`src/rtl/pixel_frame_loader_pkg.sv`:
```
// Shared constants, row type and read-FSM states for the MNIST pixel front end.
package pixel_frame_loader_pkg;
    localparam int IMG_W  = 28;
    localparam int IMG_H  = 28;
    localparam int ROW_AW = 5;
    localparam int FCNT_W = 8;
    localparam int COL_W  = $clog2(IMG_W);
    localparam int RAM_AW = ROW_AW + 1;

    typedef logic [IMG_W-1:0] row_t;

    typedef enum logic [1:0] {
        RD_IDLE   = 2'd0,
        RD_PRIME  = 2'd1,
        RD_STREAM = 2'd2
    } rd_state_e;

    // Bank bit is the MSB so each bank occupies one contiguous half of the RAM.
    function automatic logic [RAM_AW-1:0] ram_addr(input logic bank, input logic [ROW_AW-1:0] row);
        return {bank, row};
    endfunction
endpackage

```
`src/rtl/pixel_frame_loader_if.sv`:
```
// Row stream from the frame loader to the first network layer (valid/ready).
interface pixel_frame_loader_if;
    import pixel_frame_loader_pkg::*;

    row_t              row_data;
    logic [ROW_AW-1:0] row_idx;
    logic              row_valid;
    logic              row_ready;
    logic              frame_last;

    modport master (output row_data, output row_idx, output row_valid, output frame_last, input row_ready);
    modport slave  (input row_data, input row_idx, input row_valid, input frame_last, output row_ready);
endinterface

```
`src/rtl/pixel_frame_loader_frame_bank_ram.sv`:
```
// Two-bank row store: one write port, one registered read port (distributed RAM).
module frame_bank_ram
    import pixel_frame_loader_pkg::*;
(
    input  logic              clk,
    input  logic              rst,
    input  logic              i_we,
    input  logic [RAM_AW-1:0] i_waddr,
    input  row_t              i_wdata,
    input  logic              i_re,
    input  logic [RAM_AW-1:0] i_raddr,
    output row_t              o_rdata
);
    row_t r_mem [0:(2**RAM_AW)-1];
    row_t r_rdata;

    // Row write port.
    always_ff @(posedge clk) begin
        if (i_we) begin
            r_mem[i_waddr] <= i_wdata;
        end
    end

    // Read register holds its value while the consumer stalls.
    always_ff @(posedge clk or posedge rst) begin
        if (rst) begin
            r_rdata <= {IMG_W{1'b0}};
        end else if (i_re) begin
            r_rdata <= r_mem[i_raddr];
        end
    end

    assign o_rdata = r_rdata;
endmodule

```
`src/rtl/pixel_frame_loader.sv`:
```
// Packs 1-bit raster pixels into rows, double-buffers frames and streams rows out.
module pixel_frame_loader
    import pixel_frame_loader_pkg::*;
(
    input  logic                 clk,
    input  logic                 rst,
    input  logic                 i_data_in,
    input  logic                 i_valid_in,
    pixel_frame_loader_if.master rows,
    output logic [FCNT_W-1:0]    o_frame_count,
    output logic                 o_overflow
);
    localparam logic [COL_W-1:0]  LAST_COL  = COL_W'(IMG_W - 1);
    localparam logic [COL_W-1:0]  COL_ONE   = COL_W'(1);
    localparam logic [ROW_AW-1:0] LAST_ROW  = ROW_AW'(IMG_H - 1);
    localparam logic [ROW_AW-1:0] ROW_ONE   = ROW_AW'(1);
    localparam logic [FCNT_W-1:0] FCNT_ONE  = FCNT_W'(1);

    logic [COL_W-1:0]  r_col_cnt;
    logic [ROW_AW-1:0] r_row_cnt;
    row_t              r_shift_row;
    logic              r_wr_bank;
    logic              r_rd_bank;
    logic [1:0]        r_full;
    logic              r_overflow;
    rd_state_e         r_state;
    rd_state_e         w_state_nxt;
    logic [ROW_AW-1:0] r_row_idx;
    logic              r_row_valid;
    logic              r_frame_last;
    logic [FCNT_W-1:0] r_frame_count;

    logic              w_accept;
    logic              w_row_end;
    logic              w_frame_end;
    logic              w_handshake;
    logic              w_frame_done;
    logic              w_rd_en;
    logic [ROW_AW-1:0] w_rd_row;
    row_t              w_wr_row;
    row_t              w_rd_data;
    logic [1:0]        w_set_full;
    logic [1:0]        w_clr_full;

    assign w_accept    = i_valid_in & ~r_full[r_wr_bank];
    assign w_row_end   = w_accept & (r_col_cnt == LAST_COL);
    assign w_frame_end = w_row_end & (r_row_cnt == LAST_ROW);
    // The final column bit is merged on the fly so the row is written in the same cycle.
    assign w_wr_row    = {i_data_in, r_shift_row[IMG_W-2:0]};
    assign w_handshake = r_row_valid & rows.row_ready;
    assign w_set_full  = w_frame_end  ? (2'b01 << r_wr_bank) : 2'b00;
    assign w_clr_full  = w_frame_done ? (2'b01 << r_rd_bank) : 2'b00;

    // Write side: pixel packing, write counters, bank flags and sticky overflow.
    always_ff @(posedge clk or posedge rst) begin
        if (rst) begin
            r_col_cnt   <= {COL_W{1'b0}};
            r_row_cnt   <= {ROW_AW{1'b0}};
            r_shift_row <= {IMG_W{1'b0}};
            r_wr_bank   <= 1'b0;
            r_full      <= 2'b00;
            r_overflow  <= 1'b0;
        end else begin
            if (w_accept) begin
                r_shift_row[r_col_cnt] <= i_data_in;
                if (w_row_end) begin
                    r_col_cnt <= {COL_W{1'b0}};
                    if (w_frame_end) begin
                        r_row_cnt <= {ROW_AW{1'b0}};
                        r_wr_bank <= ~r_wr_bank;
                    end else begin
                        r_row_cnt <= r_row_cnt + ROW_ONE;
                    end
                end else begin
                    r_col_cnt <= r_col_cnt + COL_ONE;
                end
            end
            if (i_valid_in & r_full[r_wr_bank]) begin
                r_overflow <= 1'b1;
            end
            r_full <= (r_full | w_set_full) & ~w_clr_full;
        end
    end

    // Read FSM state register.
    always_ff @(posedge clk or posedge rst) begin
        if (rst) begin
            r_state <= RD_IDLE;
        end else begin
            r_state <= w_state_nxt;
        end
    end

    // Read FSM next state; PRIME gives the documented two-cycle first-row latency.
    always_comb begin
        w_state_nxt  = r_state;
        w_rd_en      = 1'b0;
        w_rd_row     = r_row_idx;
        w_frame_done = 1'b0;
        case (r_state)
            RD_IDLE: begin
                if (r_full[r_rd_bank]) begin
                    w_state_nxt = RD_PRIME;
                end else begin
                    w_state_nxt = RD_IDLE;
                end
            end
            RD_PRIME: begin
                w_state_nxt = RD_STREAM;
                w_rd_en     = 1'b1;
                w_rd_row    = {ROW_AW{1'b0}};
            end
            RD_STREAM: begin
                if (w_handshake && (r_row_idx == LAST_ROW)) begin
                    w_frame_done = 1'b1;
                    w_state_nxt  = RD_IDLE;
                end else if (w_handshake) begin
                    w_rd_en  = 1'b1;
                    w_rd_row = r_row_idx + ROW_ONE;
                end else begin
                    w_state_nxt = RD_STREAM;
                end
            end
            default: begin
                w_state_nxt = RD_IDLE;
            end
        endcase
    end

    // Row stream sideband registers and delivered-frame counter.
    always_ff @(posedge clk or posedge rst) begin
        if (rst) begin
            r_row_idx     <= {ROW_AW{1'b0}};
            r_row_valid   <= 1'b0;
            r_frame_last  <= 1'b0;
            r_rd_bank     <= 1'b0;
            r_frame_count <= {FCNT_W{1'b0}};
        end else if (w_rd_en) begin
            r_row_idx    <= w_rd_row;
            r_row_valid  <= 1'b1;
            r_frame_last <= (w_rd_row == LAST_ROW);
        end else if (w_frame_done) begin
            r_row_idx     <= {ROW_AW{1'b0}};
            r_row_valid   <= 1'b0;
            r_frame_last  <= 1'b0;
            r_rd_bank     <= ~r_rd_bank;
            r_frame_count <= r_frame_count + FCNT_ONE;
        end
    end

    frame_bank_ram u_ram (
        .clk     (clk),
        .rst     (rst),
        .i_we    (w_row_end),
        .i_waddr (ram_addr(r_wr_bank, r_row_cnt)),
        .i_wdata (w_wr_row),
        .i_re    (w_rd_en),
        .i_raddr (ram_addr(r_rd_bank, w_rd_row)),
        .o_rdata (w_rd_data)
    );

    assign rows.row_data   = w_rd_data;
    assign rows.row_idx    = r_row_idx;
    assign rows.row_valid  = r_row_valid;
    assign rows.frame_last = r_frame_last;
    assign o_frame_count   = r_frame_count;
    assign o_overflow      = r_overflow;
endmodule

```
`src/flat_wrapper.sv`:
```
// flat-port wrapper written by rule: the top's interface ports become plain ports
module pixel_frame_loader_flat import pixel_frame_loader_pkg::*;
  (clk, rst, i_data_in, i_valid_in, o_frame_count, o_overflow, rows_row_data, rows_row_idx, rows_row_valid, rows_frame_last, rows_row_ready);
  pixel_frame_loader_if rows_i ();
  input  logic clk;
  input  logic rst;
  input  logic i_data_in;
  input  logic i_valid_in;
  output logic [FCNT_W-1:0] o_frame_count;
  output logic o_overflow;
  output wire logic [$bits(rows_i.row_data)-1:0] rows_row_data;
  output wire logic [$bits(rows_i.row_idx)-1:0] rows_row_idx;
  output wire logic [$bits(rows_i.row_valid)-1:0] rows_row_valid;
  output wire logic [$bits(rows_i.frame_last)-1:0] rows_frame_last;
  input wire logic [$bits(rows_i.row_ready)-1:0] rows_row_ready;
  assign rows_row_data = rows_i.row_data;
  assign rows_row_idx = rows_i.row_idx;
  assign rows_row_valid = rows_i.row_valid;
  assign rows_frame_last = rows_i.frame_last;
  assign rows_i.row_ready = rows_row_ready;
  pixel_frame_loader u_core (.clk(clk), .rst(rst), .i_data_in(i_data_in), .i_valid_in(i_valid_in), .rows(rows_i), .o_frame_count(o_frame_count), .o_overflow(o_overflow));
endmodule
```
`config.mk`:
```
export PLATFORM = sky130hd
export DESIGN_NAME = pixel_frame_loader_flat
export DESIGN_NICKNAME = d
export VERILOG_FILES = /design/src/rtl/pixel_frame_loader_pkg.sv /design/src/rtl/pixel_frame_loader_if.sv /design/src/rtl/pixel_frame_loader_frame_bank_ram.sv /design/src/rtl/pixel_frame_loader.sv /design/src/flat_wrapper.sv
export SDC_FILE = /design/constraint.sdc
export NUM_CORES = 2
export LEC_CHECK = 0
export ABC_AREA = 1
export CAP_MARGIN = 20
export CELL_PAD_IN_SITES_DETAIL_PLACEMENT = 0
export CELL_PAD_IN_SITES_GLOBAL_PLACEMENT = 1
export CORE_ASPECT_RATIO = 1.75
export CORE_MARGIN = 10
export CORE_UTILIZATION = 30
export DETAILED_ROUTE_END_ITERATION = 12
export GPL_ROUTABILITY_DRIVEN = 0
export PLACE_DENSITY_LB_ADDON = 0.1
export SYNTH_ARGS = -nofsm -noshare
export SYNTH_HDL_FRONTEND = slang
export SYNTH_HIERARCHICAL = 1
export SYNTH_SLANG_ARGS = --single-unit
```
`constraint.sdc`:
```
create_clock -name clk -period 7.3 [get_ports clk]
set_clock_uncertainty 0.1 [all_clocks]
set_input_delay 1.46 -clock clk [delete_from_list [all_inputs] [get_ports clk]]
set_output_delay 1.46 -clock clk [all_outputs]
set_load 0.03 [all_outputs]
```
==> impl_metrics.py <==
metrics = {
    "synthesis": {
        "syn_inst": 6418,
        "synthArstFlopShare_pct": 4.630,
        "synthTopCellsByArea": "edfxtp_1 (71%), nand3_1 (11%), nand2_1 (11%)",
        "synth_top_area_share_pct": 70.61,
        "synth_commonest_cells": "nand2_1 (2183), edfxtp_1 (1792), nand3_1 (1652), buf_2 (228), nor2_1 (120)",
        "synth_edf_count": 1792,
        "syn_area_per_cell_sq_um": 11.87,
        "synth.ff_latch_count": 1879,
        "synth_top_cell_by_area": "edfxtp_1",
        "netlist_area_sq_um": 76200,
        "dominantRegCellSynth": "edfxtp_1",
        "synth_fp_nets": 6434,
        "yosysWarningCount": 6,
        "yosysMostFrequentCell": "nand2_1",
        "synth_cell_types": 37,
        "synth_seq_area_share_pct": 73.47,
    },
    "cts": {
        "cts_sinks": 1879,
        "cts_root_buf": "clkbuf_16",
        "cts_tree": "done",
        "cts_hold_buf": 0,
        "clock_latency_ns": 0.87,
        "clkTransAtPathRegs_ns": 0.06,
        "cts_buffers": 191,
        "cts_buffer_depth": 4,
        "post_cts_resized": 0,
        "post_cts_buffers": 0,
        "htreeDepth": 4,
    },
    "sta": {
        "setup_ws_ns": 2.122,
        "finalHoldViolCount": 0,
        "fmax_mhz": 193.1,
        "maxSlewViolCount": 0,
        "setup_viol": 0,
        "period_share_pct": 70.93,
        "rsz0062_at_grt": "no",
        "setup_tns_ns": 0,
        "fin_crit_ns": 5.178,
        "relSlewSlack_pct": 28.58,
        "worstMarginPinSlew_ns": 1.071,
    },
    "final_layout": {
        "stdcell_area_sq_um": 87150,
        "nets": 6465,
        "layout-drive-gt1-share_pct": 8.671,
        "area_growth_pct": 14.37,
        "nFillCells": 24840,
    },
    "pwr": {
        "switchingPower_uw": 4297,
        "max-vdd-ir-drop_uv": 162.0,
        "power.internal_uw": 17200,
        "combPwrFrac_pct": 0.1,
        "swShare_pct": 19.99,
        "leakage_uw": 0.03254,
        "p_per_area_nw_per_um2": 246.6,
        "clkPwrFrac_pct": 45.8,
        "sequentialPowerShare_pct": 54.1,
    },
    "floorplan": {
        "row_count": 244,
        "die_x_um": 401.0,
        "io_pins": 49,
        "start_util_pct": 30.18,
        "coreArea_sq_um": 252500,
        "dieArea_sq_um": 275400,
        "die_y_um": 686.7,
    },
    "grt": {
        "grt_pass1_vias": 48670,
        "grtUsageTotal_pct": 19.07,
        "grt_max_degree": 144,
        "grt_pass1_wl_um": 381800,
        "antenna_found_initial": 23,
        "overflow": 0,
    },
    "placed_design": {
        "hpwlAfterDp_um": 152400,
        "port-buffer-count": 48,
        "placed_area_sq_um": 81100,
        "preCtsSetupSlack_ns": 1.315,
    },
    "detailed_routing": {
        "drc": 0,
        "drt.antenna.violating_nets": 0,
        "routed_wl_um": 271200,
        "vias_per_cell": 4.989,
        "routed-via-count": 49510,
        "drt-pass1-iter-count": 6,
        "wire_per_inst_um": 27.33,
        "drtIter0Drc": 3843,
    },
    "critical_path": {
        "crit_path_start_kind": "input port",
        "critical_path_class": "in -> reg",
        "critPathCaptureType": "flip-flop",
        "worstPathRequired_ns": 7.97,
        "critical_path_arrival_ns": 5.85,
        "cp_max_fo": 52,
    },
    "run": {
        "maxCapViolCount": 0,
    },
    "worst_hold_path": {
        "hp-class": "reg -> reg",
    },
    "status": {
        "run_status": "finished, final reports clean",
    },
}
-- flip-flops by register name (all words and copies together), names as in the netlist, 5 cells and up --
signal and cells:
u_core/u_ram/r_mem 1792, u_core/u_ram/o_rdata 28, u_core/r_shift_row 27, u_core/o_frame_count 8, u_core/r_col_cnt 5, u_core/r_row_cnt 5
u_core/rows.row_idx 5
-- logic make-up after synthesis --
kind of cell,share of synthesized area [%]
simple gates,22.63
flops,73.47
buf+inv,3.226
compound gates,0.3760
fa+ha+maj,0.1806
xor+xnor,0.1149
-- final timing paths --
path,from,slack (ns),depth (start not counted),to
min,u_core/r_shift_row[15]$_DFFE_PP0P_,0.40,2,u_core/r_shift_row[15]$_DFFE_PP0P_
max,rows_row_ready,2.12,19,u_core/u_ram/o_rdata[12]$_DFFE_PP0P_
min in group asynchronous,rst,1.06,2,u_core/r_col_cnt[2]$_DFFE_PP0P_
max in group asynchronous,rst,5.07,3,u_core/r_rd_bank$_DFFE_PP0P_
min reg2reg,u_core/r_shift_row[15]$_DFFE_PP0P_,0.40,2,u_core/r_shift_row[15]$_DFFE_PP0P_
max reg2reg,u_core/r_state[0]$_DFFE_PP0N_,2.40,18,u_core/u_ram/o_rdata[12]$_DFFE_PP0P_
-- layer usage --
metal	global-route usage, %	wire (um)
met5	0	0
met1	23.72	111600
met2	34.95	141500
met3	1.972	11130
met4	5.123	7063
-- power by group through the flow --
stage	Combinational, uW	Sequential [uW]	Clock (uW)
finish	29.5	11600	9840
global route	32.4	11600	10500
CTS	30.7	11600	10100
detailed placement	30.9	11900	0
global placement	30.4	11900	0
floorplan	9.16	11900	0
-- layout by cell type (no fill, tap or decap), types with 8 or more instances in the layout --
master           instances
a21oi_1                 31
buf_12                  35
buf_4                  156
bufinv_16               17
clkbuf_1                55
clkbuf_16              195
clkdlybuf4s50_1         47
clkinv_1                36
clkinv_2                24
dfrtp_1                 59
dfrtp_2                 25
edfxtp_1              1792
ha_1                    11
inv_1                   45
inv_2                    8
nand2_1               2183
nand3_1               1652
nand4_1                 17
nor2_1                  63
nor2_4                  59
nor4_2                   8
o21ai_0                 10
xor2_1                   9
-- per-stage QoR --
| stage | instances | util (%) | total power [uW] | hold WS [ns] |
|---|---|---|---|---|
| 6_report | 9924 | 34.52 | 21490 | 0.3952 |
| 5_1_grt | 9920 | 34.52 | 22150 | 0.4253 |
| 4_1_cts | 9918 | 34.51 | 21800 | 0.3965 |
| 3_5_place_dp | 9577 | 32.12 | 11890 | 0.3796 |
| 3_3_place_gp | 9575 | 32.11 | 11890 | 0.3683 |
| 2_1_floorplan | 6418 | - | 11870 | 0.3916 |
-- area by class of cell --
class	instances	area [sq um]	area share, %
Timing Repair Buffer	241	2377	2.728
Clock inverter	84	855.8	0.9820
Clock buffer	257	5182	5.946
Sequential cell	1879	56030	64.29
Multi-Input combinational cell	4074	18250	20.94
Antenna cell	6	15.01	0.01723
Tap cell	3321	4155	4.768
Inverter	62	291.5	0.3345
-- worst max-delay path: stages --
cell	delay (ns)
clkdlybuf4s50_1	0.45
nand2_1	0.11
inv_2	0.18
nand3_1	0.12
nand2_1	0.10
nand2_1	0.09
nor2_4	0.68
buf_4	0.29
buf_4	0.57
nand2_1	0.10
nand3_1	0.13
nand3_1	0.10
nand3_1	0.14
nand2_1	0.25
nand2_1	0.26
nand3_1	0.37
nand2_1	0.19
nand2_1	0.06
nand2_1	0.08
(Power assumes the default switching activity.)
